[src/rtl/mul_hilo_sequencer.sv]
// -----------------------------------------------------------------------------
// mul_hilo_sequencer
//
// Issue/writeback stage for an external combinational radix-4 Booth multiplier
// (signed 32x32 -> 64). A start latches the operands onto mul_m/mul_q and
// holds them there for LATENCY cycles. The block then samples mul_product,
// applies the unsigned correction for MULTU, and writes the result into HI/LO.
// It also serves MTHI/MTLO writes, and stalls MFHI/MFLO reads while a multiply
// is in flight.
//
// Optional build macro: MUL_EARLY_ZERO_EN
//   When defined, a start with a zero operand writes HI=LO=0 at the start edge
//   itself and pulses done on the next cycle, without entering WAIT.
//
// Ports:
//   clk          system clock, rising-edge
//   reset        synchronous reset, active-high
//   start        one-cycle multiply request (sampled only while busy=0)
//   signed_op    1 = MULT, 0 = MULTU
//   m_in, q_in   operands
//   mul_m, mul_q registered operands driven to the multiplier
//   mul_product  signed 64-bit product from the multiplier
//   mthi, mtlo   write wdata into HI / LO (ignored while busy)
//   wdata        MTHI/MTLO data
//   busy         multiply in flight
//   done         one-cycle pulse; HI/LO hold the new result
//   hi_out       current HI
//   lo_out       current LO
//   stall        busy & (mfhi_req | mflo_req)
//   mfhi_req     datapath wants HI this cycle
//   mflo_req     datapath wants LO this cycle
// -----------------------------------------------------------------------------
module mul_hilo_sequencer #(
    parameter int LATENCY = 4
) (
    input  logic        clk,
    input  logic        reset,
    input  logic        start,
    input  logic        signed_op,
    input  logic [31:0] m_in,
    input  logic [31:0] q_in,
    output logic [31:0] mul_m,
    output logic [31:0] mul_q,
    input  logic [63:0] mul_product,
    input  logic        mthi,
    input  logic        mtlo,
    input  logic [31:0] wdata,
    output logic        busy,
    output logic        done,
    output logic [31:0] hi_out,
    output logic [31:0] lo_out,
    output logic        stall,
    input  logic        mfhi_req,
    input  logic        mflo_req
);

    typedef enum logic [0:0] {
        IDLE = 1'b0,
        WAIT = 1'b1
    } state_t;

    // The counter counts the remaining hold edges; capture happens at the
    // edge where it reads zero, so loading LATENCY-1 places the capture
    // LATENCY edges after the start edge.
    localparam logic [3:0] CNT_LOAD = 4'(LATENCY - 1);

    state_t      state_q, state_d;
    logic [3:0]  cnt_q, cnt_d;
    logic [31:0] m_q, m_d;
    logic [31:0] q_q, q_d;
    logic        sign_q, sign_d;
    logic [31:0] hi_q, hi_d;
    logic [31:0] lo_q, lo_d;
    logic        done_q, done_d;
    logic [63:0] result;

    // The multiplier treats both operands as signed. For MULTU, an operand
    // with bit 31 set was interpreted as (value - 2^32), so the missing
    // 2^32 * other_operand term is added back (modulo 2^64).
    always_comb begin
        result = mul_product;
        if (!sign_q) begin
            result = mul_product
                   + (m_q[31] ? {q_q, 32'b0} : 64'b0)
                   + (q_q[31] ? {m_q, 32'b0} : 64'b0);
        end
    end

    always_comb begin
        state_d = state_q;
        cnt_d   = cnt_q;
        m_d     = m_q;
        q_d     = q_q;
        sign_d  = sign_q;
        hi_d    = hi_q;
        lo_d    = lo_q;
        done_d  = 1'b0;

        case (state_q)
            IDLE: begin
                if (mthi) hi_d = wdata;
                if (mtlo) lo_d = wdata;
                if (start) begin
                    m_d    = m_in;
                    q_d    = q_in;
                    sign_d = signed_op;
`ifdef MUL_EARLY_ZERO_EN
                    // Zero operand: result is known now, so any MTHI/MTLO
                    // in the same cycle is overridden by the product write.
                    if ((m_in == 32'b0) || (q_in == 32'b0)) begin
                        hi_d   = 32'b0;
                        lo_d   = 32'b0;
                        done_d = 1'b1;
                    end else begin
                        cnt_d   = CNT_LOAD;
                        state_d = WAIT;
                    end
`else
                    cnt_d   = CNT_LOAD;
                    state_d = WAIT;
`endif
                end
            end
            WAIT: begin
                if (cnt_q != 4'd0) begin
                    cnt_d = cnt_q - 4'd1;
                end else begin
                    hi_d    = result[63:32];
                    lo_d    = result[31:0];
                    done_d  = 1'b1;
                    state_d = IDLE;
                end
            end
            default: state_d = IDLE;
        endcase
    end

    always_ff @(posedge clk) begin
        if (reset) begin
            state_q <= IDLE;
            cnt_q   <= 4'd0;
            m_q     <= 32'b0;
            q_q     <= 32'b0;
            sign_q  <= 1'b0;
            hi_q    <= 32'b0;
            lo_q    <= 32'b0;
            done_q  <= 1'b0;
        end else begin
            state_q <= state_d;
            cnt_q   <= cnt_d;
            m_q     <= m_d;
            q_q     <= q_d;
            sign_q  <= sign_d;
            hi_q    <= hi_d;
            lo_q    <= lo_d;
            done_q  <= done_d;
        end
    end

    assign mul_m  = m_q;
    assign mul_q  = q_q;
    assign busy   = (state_q == WAIT);
    assign done   = done_q;
    assign hi_out = hi_q;
    assign lo_out = lo_q;
    assign stall  = busy & (mfhi_req | mflo_req);

endmodule

[config.mk]
export PLATFORM = sky130hd
export DESIGN_NAME = mul_hilo_sequencer
export DESIGN_NICKNAME = d
export VERILOG_FILES = /design/src/rtl/mul_hilo_sequencer.sv
export SDC_FILE = /design/constraint.sdc
export NUM_CORES = 1
export LEC_CHECK = 0
export ABC_CLOCK_PERIOD_IN_PS = 3800
export CAP_MARGIN = 20
export CELL_PAD_IN_SITES_DETAIL_PLACEMENT = 1
export CELL_PAD_IN_SITES_GLOBAL_PLACEMENT = 1
export CORE_ASPECT_RATIO = 0.6
export CORE_MARGIN = 2
export CORE_UTILIZATION = 33
export CTS_CLUSTER_DIAMETER = 30
export DETAILED_ROUTE_END_ITERATION = 8
export GPL_TIMING_DRIVEN = 0
export PLACE_DENSITY = 0.8
export RECOVER_POWER = 25
export SLEW_MARGIN = 5
export SYNTH_ARGS = -nofsm -noshare
export SYNTH_HDL_FRONTEND = slang
export SYNTH_SLANG_ARGS = --single-unit
[constraint.sdc]
create_clock -name clk -period 3.8 [get_ports clk]
set_input_delay 0.57 -clock clk [delete_from_list [all_inputs] [get_ports clk]]
set_output_delay 0.57 -clock clk [all_outputs]
set_load 0.02 [all_outputs]
==> impl_metrics.csv <==
group,metric,value,unit
routing,drc,0,
sta,slew_violations,0,
global_route,grt_pass1_vias,9611,
final_layout,drive_gt1_share,5.95,%
sta,setup-violations-final,0,
die,core,25100,µm²
synthesis,ys_seq_area_share,32.2,%
synthesis,synth_top_family_by_area,"simple AND/OR/NAND/NOR gates",
global_route,antenna_found_initial,2,
die,dieHeight,128,µm
place,placed_area,11800,µm²
sta,finalCritPeriodShare,95.6,%
final_layout,final_common_cell,"clkdlybuf4s50_1",
min_path,worstHoldPathCells,2,
final_layout,layout_common_cells,"clkdlybuf4s50_1 (233), nand2_1 (192), dfxtp_1 (133)",
min_path,whs_endpoint,"hi_out[4]",
sta,worstMarginPinSlew,0.882,ns
global_route,grt.overflow.total,0,
worst_setup_path,r2r-start,"mul_q[31]",
routing,met3_length,1.98,mm
clock_network,cts_buffers,17,
worst_setup_path,endpoint_kind,"flop",
synthesis,synth_compound_area_share,21.6,%
final_layout,postLayoutCellArea,12500,µm²
worst_setup_path,reg2reg_slack,0.17,ns
routing,finalWirelength,37.3,mm
synthesis,synth-xor-area-share,1.67,%
place,dpl.hpwl,30.3,mm
die,dieArea,26800,µm²
run,maxCapViolations,0,
worst_setup_path,cp.required,4.08,ns
global_route,grt_pass1_wl,56.9,mm
synthesis,synth_top_area_cell,"dfxtp_1",
synthesis,synth.avg_cell_area,8.00,µm²
outcome,status,"finished, final reports clean",
routing,met1_length,18.5,mm
routing,drt_iter0_markers,520,
synthesis,synthSimpleGateAreaFrac,23.0,%
routing,drtAntennaViolNets,0,
worst_setup_path,cp_data_arrival_time,3.91,ns
die,ios,299,
routing,wl_met2,16.4,mm
routing,via_per_inst,5.31,
sta,whs,0.459,ns
clock_network,clk_path_buf_depth,2,
clock_network,cts_tree,"done",
synthesis,synth_top_cells_by_area,"dfxtp_1 (32%), nand2_1 (8.6%), fa_1 (7.6%)",
sta,slew_headroom,41.2,%
synthesis,synth_cell_types,67,
synthesis,async_flop_share,0,%
worst_setup_path,start_kind,"flop",
die,start_util,33.4,%
die,rows,45,
clock_network,clk_pin_slew,0.06,ns
worst_setup_path,r2r-end,"hi_out[31]",
final_layout,area.growth.synth_to_final,48.7,%
power_and_ir_drop,powerDensity,366,nW/µm²
synthesis,syn-num-nets,1281,
synthesis,netlist_area,8390,µm²
die,fp.dieW,210,µm
synthesis,yosys_register_bits,135,
clock_network,cts.sinks,135,
global_route,gr-usage-all-layers,27.8,%
routing,top_layer_used,"met5",
clock_network,cts_hold_buf,0,
sta,timing_hold_violations_final,0,
global_route,grt_max_degree,17,
synthesis,synth_mux_area_share,3.83,%
synthesis,yosys_warnings,0,
synthesis,synth_edf_count,0,
min_path,hold_path_class,"flop to flop",
sta,fmax,0.275,GHz
synthesis,syn_inst,1049,
synthesis,synth_top_area_share,32.2,%
synthesis,yosys.area_share.adder,12.4,%
min_path,min_from,"hi_out[4]",
power_and_ir_drop,peakVddDrop,0.000229,V
final_layout,utilization,49.7,%
sta,period_minus_slack,3.63,ns
clock_network,clk_latency,0.44,ns
clock_network,cts_max_level,4,
power_and_ir_drop,p_total,4570,µW
sta,fin_ws,0.169,ns
worst_setup_path,critical_path_class,"flop to flop",
place,routabilityCongestion,0.917,
place,dp_slack,-0.425,ns
synthesis,synth-main-ff-cell,"dfxtp_1",
routing,routedWlPerCell,21.8,µm
routing,vias,9079,
sta,rsz0062_at_grt,"yes",
final_layout,finalNetCount,1598,
clock_network,cts-root-buf,"clkbuf_16",
sta,fin_worst_skew,0.0102,ns
worst_setup_path,worstPathMaxFanout,10,
power_and_ir_drop,p_leak,0.00490,µW
place,portBuffers,298,
routing,drtPass1Iterations,5,
worst_setup_path,reg2regPathDepth,12,
[worst max-delay path by stage]
stage,endpoint,cells after the start,from
after floorplan,hi_out[20],12,mul_m[31]
after global placement,hi_out[31],15,mul_product[32]
after detailed placement,hi_out[31],11,mul_product[51]
after CTS,hi_out[31],14,mul_m[31]
after global routing,hi_out[9],15,mul_m[31]
final,hi_out[31],12,mul_q[31]
[area by class of cell]
type | count | area [µm²]
Fill cell | 2993 | 12600
Multi-Input combinational cell | 820 | 5350
Timing Repair Buffer | 299 | 2990
Sequential cell | 135 | 2710
Clock buffer | 19 | 443
Tap cell | 329 | 412
Buffer | 71 | 375
Clock inverter | 12 | 106
Inverter | 22 | 82.6
Antenna cell | 2 | 5.00
[Yosys cell counts (19+ instances only)]
| cell | n |
|---|---|
| nand2_1 | 193 |
| o21ai_0 | 35 |
| nand3_1 | 19 |
| nor2_1 | 71 |
| a211oi_1 | 46 |
| clkbuf_1 | 56 |
| mux2i_1 | 31 |
| nor3_1 | 26 |
| inv_1 | 20 |
| and2_1 | 64 |
| ha_1 | 32 |
| fa_1 | 32 |
| dfxtp_1 | 135 |
| a21oi_1 | 127 |
[metal layers]
metal	GRT usage, %	up-vias
li1	-	4314
met1	39.6	4509
met2	44.0	231
met3	6.24	23
met4	4.05	2
met5	0	-
[power breakdown]
group          switching [µW]  internal (µW)  total [µW]
logic                     765            580        1340
clock network             684            909        1590
registers                87.1           1540        1630
total                    1540           3030        4570
[per-stage QoR]
step           TNS [ns]  cells
2_1_floorplan         0   1049
3_3_place_gp      -2.33   1676
3_5_place_dp      -3.27   1676
4_1_cts               0   1707
5_1_grt         -0.0146   1707
6_report              0   1709
[worst max-delay path: stages, from the launching register on]
cell      delay (ns)
dfxtp_4         0.40
clkbuf_2        0.22
and2_1          0.19
fa_1            0.44
ha_1            0.36
nor2b_2         0.18
o31a_2          0.34
a211oi_4        0.35
a21bo_2         0.26
a211oi_4        0.10
or3_1           0.37
a21oi_1         0.16
o32ai_1         0.11
[what timing repair did]
item	4_1_cts	5_1_grt
endpoints found under the setup margin	18	17
pin swaps	0	4
buffers inserted	0	1
gates resized for setup	12	32
[registers in the layout, indices dropped and copies added (netlist names)]
signal / cells
hi_out: 32
mul_q: 32
busy: 1
cnt_q: 4
mul_m: 32
lo_out: 32
done: 1
sign_q: 1
[kinds of logic after synthesis]
kind of cell    count (synthesis)
fa+ha+maj                      64
xor+xnor                       16
compound gates                288
buf+inv                        94
mux                            32
simple gates                  420
flops                         135
No activity file was read; power rests on OpenSTA's default activity.
